<file path="config.mk">
export PLATFORM = sky130hd
export DESIGN_NAME = ppu_frame_sched
export DESIGN_NICKNAME = d
export VERILOG_FILES = /design/src/rtl/ppu_frame_sched.sv
export SDC_FILE = /design/constraint.sdc
export NUM_CORES = 1
export LEC_CHECK = 0
export BUFFER_PORTS_ARGS = -buffer_cell sky130_fd_sc_hd__buf_2
export CORE_MARGIN = 2
export CORE_UTILIZATION = 30
export DETAILED_ROUTE_END_ITERATION = 10
export SYNTH_ARGS = -nofsm -noshare
export SYNTH_HDL_FRONTEND = slang
export SYNTH_SLANG_ARGS = --single-unit
</file>
<file path="constraint.sdc">
create_clock -name clk -period 1.2 [get_ports clk]
set_clock_uncertainty 0.05 [all_clocks]
set_input_delay 0.18 -clock clk [delete_from_list [all_inputs] [get_ports clk]]
set_output_delay 0.18 -clock clk [all_outputs]
set_load 0.05 [all_outputs]
</file>
<file path="src/rtl/ppu_frame_sched.sv">
`default_nettype none
// ============================================================================
//  Module   : ppu_frame_sched
//  Brief    : Once-per-frame DMA scheduler for the PPU. Latches VRAM source
//             addresses from the HPS, launches one DMA per vblank and commits
//             the CPU-side PPU registers at every vblank.
//  Options  : PPU_FRAME_SCHED_TIMEOUT_EN enables the DMA watchdog that
//             aborts a transfer after TIMEOUT_CYCLES cycles.
//  Revision : 1.0 - initial release
// ============================================================================
module ppu_frame_sched #(
  parameter int TIMEOUT_CYCLES = 20000
) (
  input  logic        clk,
  input  logic        rst_n,
  input  logic        vblank_start,
  input  logic [31:0] src_addr,
  input  logic        src_update_avail,
  output logic        src_read_rst,
  output logic [31:0] dma_src_addr,
  output logic        dma_start,
  input  logic        dma_finish,
  output logic        dma_rdy_irq,
  input  logic [31:0] cpu_bgscroll,
  input  logic [31:0] cpu_fgscroll,
  input  logic [2:0]  cpu_enable,
  input  logic [23:0] cpu_bgcolor,
  output logic [31:0] bgscroll,
  output logic [31:0] fgscroll,
  output logic [2:0]  enable,
  output logic [23:0] bgcolor,
  output logic        overrun,
  output logic        timeout_err,
  input  logic        err_clr
);

  typedef enum logic [0:0] {
    S_IDLE     = 1'b0,
    S_DMA_WAIT = 1'b1
  } state_t;

  state_t      r_state;
  state_t      w_state_nxt;

  logic        r_pending_valid;
  logic [31:0] r_pending_addr;
  logic        r_src_read_rst;
  logic [31:0] r_dma_src_addr;
  logic        r_dma_start;
  logic        r_dma_rdy_irq;
  logic        r_overrun;
  logic [31:0] r_bgscroll;
  logic [31:0] r_fgscroll;
  logic [2:0]  r_enable;
  logic [23:0] r_bgcolor;

  logic        w_consume;
  logic        w_launch;
  logic        w_finish;
  logic        w_overrun_evt;
  logic        w_timeout;

  // Event decode; the previous-cycle read pulse blocks a double consume of one update
  assign w_consume     = (r_state == S_IDLE) && src_update_avail && !r_src_read_rst;
  assign w_launch      = (r_state == S_IDLE) && vblank_start && r_pending_valid;
  assign w_finish      = (r_state == S_DMA_WAIT) && dma_finish;
  assign w_overrun_evt = (r_state == S_DMA_WAIT) && vblank_start;

`ifdef PPU_FRAME_SCHED_TIMEOUT_EN
  localparam int CNT_W = (TIMEOUT_CYCLES > 1) ? $clog2(TIMEOUT_CYCLES) : 1;

  logic [CNT_W-1:0] r_tmo_cnt;
  logic             r_timeout_err;

  // A finish arriving on the terminal count wins over the abort
  assign w_timeout = (r_state == S_DMA_WAIT) && !dma_finish &&
                     (r_tmo_cnt == CNT_W'(TIMEOUT_CYCLES - 1));

  // Watchdog counter: restarts at each launch, runs while waiting for the DMA
  always_ff @(posedge clk or negedge rst_n) begin
    if (!rst_n) begin
      r_tmo_cnt <= '0;
    end else if (w_launch) begin
      r_tmo_cnt <= '0;
    end else if (r_state == S_DMA_WAIT) begin
      r_tmo_cnt <= r_tmo_cnt + 1'b1;
    end
  end

  // Sticky timeout flag; a new abort beats a simultaneous clear
  always_ff @(posedge clk or negedge rst_n) begin
    if (!rst_n) begin
      r_timeout_err <= 1'b0;
    end else if (w_timeout) begin
      r_timeout_err <= 1'b1;
    end else if (err_clr) begin
      r_timeout_err <= 1'b0;
    end
  end

  assign timeout_err = r_timeout_err;
`else
  assign w_timeout   = 1'b0;
  assign timeout_err = 1'b0;
`endif

  // State register
  always_ff @(posedge clk or negedge rst_n) begin
    if (!rst_n) begin
      r_state <= S_IDLE;
    end else begin
      r_state <= w_state_nxt;
    end
  end

  // Next-state logic: launch on vblank with work pending, return on finish/abort
  always_comb begin
    w_state_nxt = r_state;
    case (r_state)
      S_IDLE:     if (w_launch) w_state_nxt = S_DMA_WAIT;
      S_DMA_WAIT: if (w_finish || w_timeout) w_state_nxt = S_IDLE;
      default:    w_state_nxt = S_IDLE;
    endcase
  end

  // Source-address mailbox; an update coinciding with a launch stays pending
  always_ff @(posedge clk or negedge rst_n) begin
    if (!rst_n) begin
      r_pending_valid <= 1'b0;
      r_pending_addr  <= '0;
      r_src_read_rst  <= 1'b0;
    end else begin
      r_src_read_rst <= w_consume;
      if (w_consume) begin
        r_pending_addr  <= {src_addr[31:4], 4'h0};
        r_pending_valid <= 1'b1;
      end else if (w_launch) begin
        r_pending_valid <= 1'b0;
      end
    end
  end

  // DMA launch handshake and completion IRQ
  always_ff @(posedge clk or negedge rst_n) begin
    if (!rst_n) begin
      r_dma_src_addr <= '0;
      r_dma_start    <= 1'b0;
      r_dma_rdy_irq  <= 1'b0;
    end else begin
      r_dma_start <= w_launch;
      if (w_launch) begin
        r_dma_src_addr <= r_pending_addr;
        r_dma_rdy_irq  <= 1'b0;
      end else if (w_finish || w_timeout) begin
        r_dma_rdy_irq  <= 1'b1;
      end
    end
  end

  // Sticky overrun flag; a new overrun beats a simultaneous clear
  always_ff @(posedge clk or negedge rst_n) begin
    if (!rst_n) begin
      r_overrun <= 1'b0;
    end else if (w_overrun_evt) begin
      r_overrun <= 1'b1;
    end else if (err_clr) begin
      r_overrun <= 1'b0;
    end
  end

  // Commit the live CPU registers at every vblank so a frame sees one consistent set
  always_ff @(posedge clk or negedge rst_n) begin
    if (!rst_n) begin
      r_bgscroll <= '0;
      r_fgscroll <= '0;
      r_enable   <= '0;
      r_bgcolor  <= '0;
    end else if (vblank_start) begin
      r_bgscroll <= cpu_bgscroll;
      r_fgscroll <= cpu_fgscroll;
      r_enable   <= cpu_enable;
      r_bgcolor  <= cpu_bgcolor;
    end
  end

  assign src_read_rst = r_src_read_rst;
  assign dma_src_addr = r_dma_src_addr;
  assign dma_start    = r_dma_start;
  assign dma_rdy_irq  = r_dma_rdy_irq;
  assign overrun      = r_overrun;
  assign bgscroll     = r_bgscroll;
  assign fgscroll     = r_fgscroll;
  assign enable       = r_enable;
  assign bgcolor      = r_bgcolor;

endmodule
`default_nettype wire

</file>
==> out/results.tsv <==
stage	metric	value	unit
floorplan	num rows	50	
grt	initial antenna violation count	1	
timing	RSZ-0062 raised after global routing	true	
drt	DR pass1 iterations	6	
drt	Detail Route Antenna Nets	0	
pwr	combinational power share	0.438	
cts	CTS tree	yes	
pwr	PwrDens	2150	nW/um^2
yosys	sequential share of the synthesized area	0.662	
setup_path	FF-to-FF End	r_pending_addr[16]	
yosys	synth unique cells	16	
grt	vias in the first global route	5087	
setup_path	Reg2Reg Depth	4	
floorplan	initial core utilization	0.307	
pwr	sequential share of power	0.321	
setup_path	Crit. Startpoint	src_read_rst	
layout	share of cells above drive strength 1	0.633	
grt	grt ovf	0	
layout	most frequent cells in the layout	152 x dfrtp_1, 131 x buf_6, 122 x dlygate4sd3_1, 122 x buf_2, 86 x mux2_2	
setup_path	worst path arrival time	1.69	ns
floorplan	die extent in y	143	microns
drt	1st-iter DRT viols	89	
hold_path	Worst Hold Depth	3	
layout	commonest non-fill, non-tap cell in the layout	dfrtp_1	
pwr	Sw Ratio	0.344	
floorplan	die area	20400	sq um
timing	Final Max Slew Viols	0	
cts	Clock Latency Late Sink	0.41	ns
drt	# DRC	0	
cts	H-tree levels	4	
outcome	outcome	finished with violations	
yosys	Mapped Area	5790	sq um
layout	multi-input logic area	1970	sq um
floorplan	IO Count	257	
pwr	NetSw	8.07	mW
setup_path	Worst setup SP type	register	
grt	GRT Total Usage	0.166	
drt	final wirelength	17100	microns
hold_path	worst hold endpoint	r_pending_valid	
timing	setup violators final	76	
timing	fmax	692	MHz
timing	Final Cycle Share	1.21	
grt	largest net degree at the start of global routing	41	
setup_path	worst-path fanout max	6	
drt	vias post-DR	4526	
cts	Clock transition at path regs	0.06	ns
yosys	YS warnings	0	
yosys	Synth area leader	dfrtp_1	
outcome	failing checks	negative setup slack	
pwr	internal power	15.4	mW
pwr	Design Power	23.4	mW
yosys	share of the synthesized area in the top cell type	0.662	
floorplan	Die X-Extent	143	microns
cts	TritonCTS Buffers	17	
placement	Port Buffers	247	
setup_path	Worst R2R Setup Slack	-0.25	ns
setup_path	Setup CP Type	reg -> reg	
timing	fin worst setup slack	-0.246	ns
hold_path	Tightest Hold Check Type	in -> reg	
cts	Max Buffers Root-to-Sink	2	
drt	wire per inst	16.1	microns
pwr	Leak	5.24	nW
layout	# fillers	1421	
placement	routability-driven placement congestion ratio	0.740	
hold_path	Hold Path Origin	vblank_start	
setup_path	Req. time, crit path	1.44	ns
pwr	clock power share	0.241	
yosys	#FFs+latches synth	153	
yosys	Post-Synthesis Cells	335	
grt	first-pass GRT wire length	26000	microns
pwr	Peak VDD IR	0.940	mV
cts	CTS Sinks	153	
timing	final hold violation count	0	
layout	nets@finish	917	
floorplan	core area	18800	sq um
placement	Detailed Place HPWL	9760	microns
layout	FF+latch area	3830	sq um
job	MaxCap Viol Count	0	
layout	P&R area growth vs syn	87.9	%
timing	Period minus WS final	1.45	ns
cts	clock root buffer	clkbuf_16	
setup_path	Worst R2R Start	src_read_rst	
yosys	largest cells by area after synthesis	dfrtp_1 66%, mux2_2 27%, buf_6 2.5%	
setup_path	Worst setup EP type	register	
yosys	Avg Cell Area, Syn	17.3	sq um
layout	Finished Core Util	0.577	
drt	routed vias/inst	4.27	
how the worst max path moves through the flow:
stage | to | slack, ns | depth (start not counted)
floorplan | r_pending_addr[10] | -0.25 | 3
global placement | r_pending_addr[30] | -0.19 | 3
detailed placement | r_pending_addr[9] | -0.23 | 3
CTS | r_pending_addr[12] | -0.23 | 4
global route | r_pending_addr[16] | -0.30 | 4
finish | r_pending_addr[16] | -0.25 | 4
what timing repair did:
| item | CTS | global route |
|---|---|---|
| pin swaps | 1 | 0 |
| hold endpoints to repair | 275 | 0 |
| buffers inserted | 35 | 24 |
| resized for setup | 268 | 21 |
| hold buffers | 122 | 0 |
| gates cloned | 4 | 2 |
| setup endpoints to repair | 179 | 181 |
per-layer routing:
layer / global-route usage / wire (microns) / up-vias
met5: 0 / 0 / -
met4: 0.0714 / 490 / 0
met3: 0.0416 / 962 / 30
met2: 0.300 / 8810 / 185
met1: 0.185 / 6830 / 2243
li1: - / - / 2068
state kept, by name, summed over array words and instances, names as in the netlist:
register,flops
overrun,1
r_pending_valid,1
r_state,1
bgscroll,32
dma_start,1
fgscroll,32
bgcolor,24
enable,3
dma_src_addr,28
src_read_rst,1
r_pending_addr,28
dma_rdy_irq,1
synthesized netlist by cell type:
master and n:
nand2b_1 1, buf_4 5, nand2_1 1, buf_6 13
o22a_1 1, nand3b_4 1, dfrtp_1 153, conb_1 1
a21boi_0 1, inv_1 3, mux2_1 8, nor3b_4 1
o21ai_0 2, buf_2 4, mux2_2 139, a21o_1 1
layout make-up:
class                   instances  share of cell area
inverters                       3             0.00104
diodes                          1            0.000230
clock buffers                  21              0.0442
well taps                     260              0.0299
repair buffers                452               0.379
clock inverters                 9              0.0127
multi-input cells             161               0.181
flip-flops and latches        153               0.352
power by group through the flow:
| stage | combinational, mW | clock [mW] | sequential, mW |
|---|---|---|---|
| CTS | 9.57 | 5.78 | 7.48 |
| global placement | 6.96 | 0 | 7.33 |
| global route | 10.7 | 6.01 | 7.68 |
| finish | 10.3 | 5.64 | 7.52 |
| detailed placement | 7.10 | 0 | 7.38 |
| floorplan | 2.45 | 0 | 10.2 |
per-stage QoR:
stage | std cells | instance area (sq um) | hold slack, ns | setup TNS, ns | setup WS (ns)
2_1_floorplan | 339 | 5920 | -0.166 | -8.25 | -0.248
3_5_place_dp | 842 | 7500 | 0.0600 | -8.21 | -0.230
5_1_grt | 1060 | 10900 | 0.148 | -17.50 | -0.301
3_3_place_gp | 842 | 7500 | 0.0561 | -6.54 | -0.193
6_report | 1060 | 10900 | 0.124 | -11.36 | -0.246
4_1_cts | 1033 | 10600 | 0.114 | -12.14 | -0.234
worst max-delay path, stage by stage, from the launching register on:
cell	delay [ns]
dfrtp_2	0.42
nor3b_4	0.24
buf_6	0.16
clkbuf_16	0.16
mux2_4	0.30
cell families (layout without fill, tap and decap cells):
family | Yosys count | count (layout) | share of synthesized area
AO/OA/AOI/OAI | 5 | 5 | 0.00584
buffers and inverters | 25 | 485 | 0.0372
flip-flops | 153 | 153 | 0.662
multiplexers | 147 | 147 | 0.286
other | 1 | 6 | 0.000648
AND/OR/NAND/NOR | 4 | 4 | 0.00843
Power figures use the tool's default switching activity.
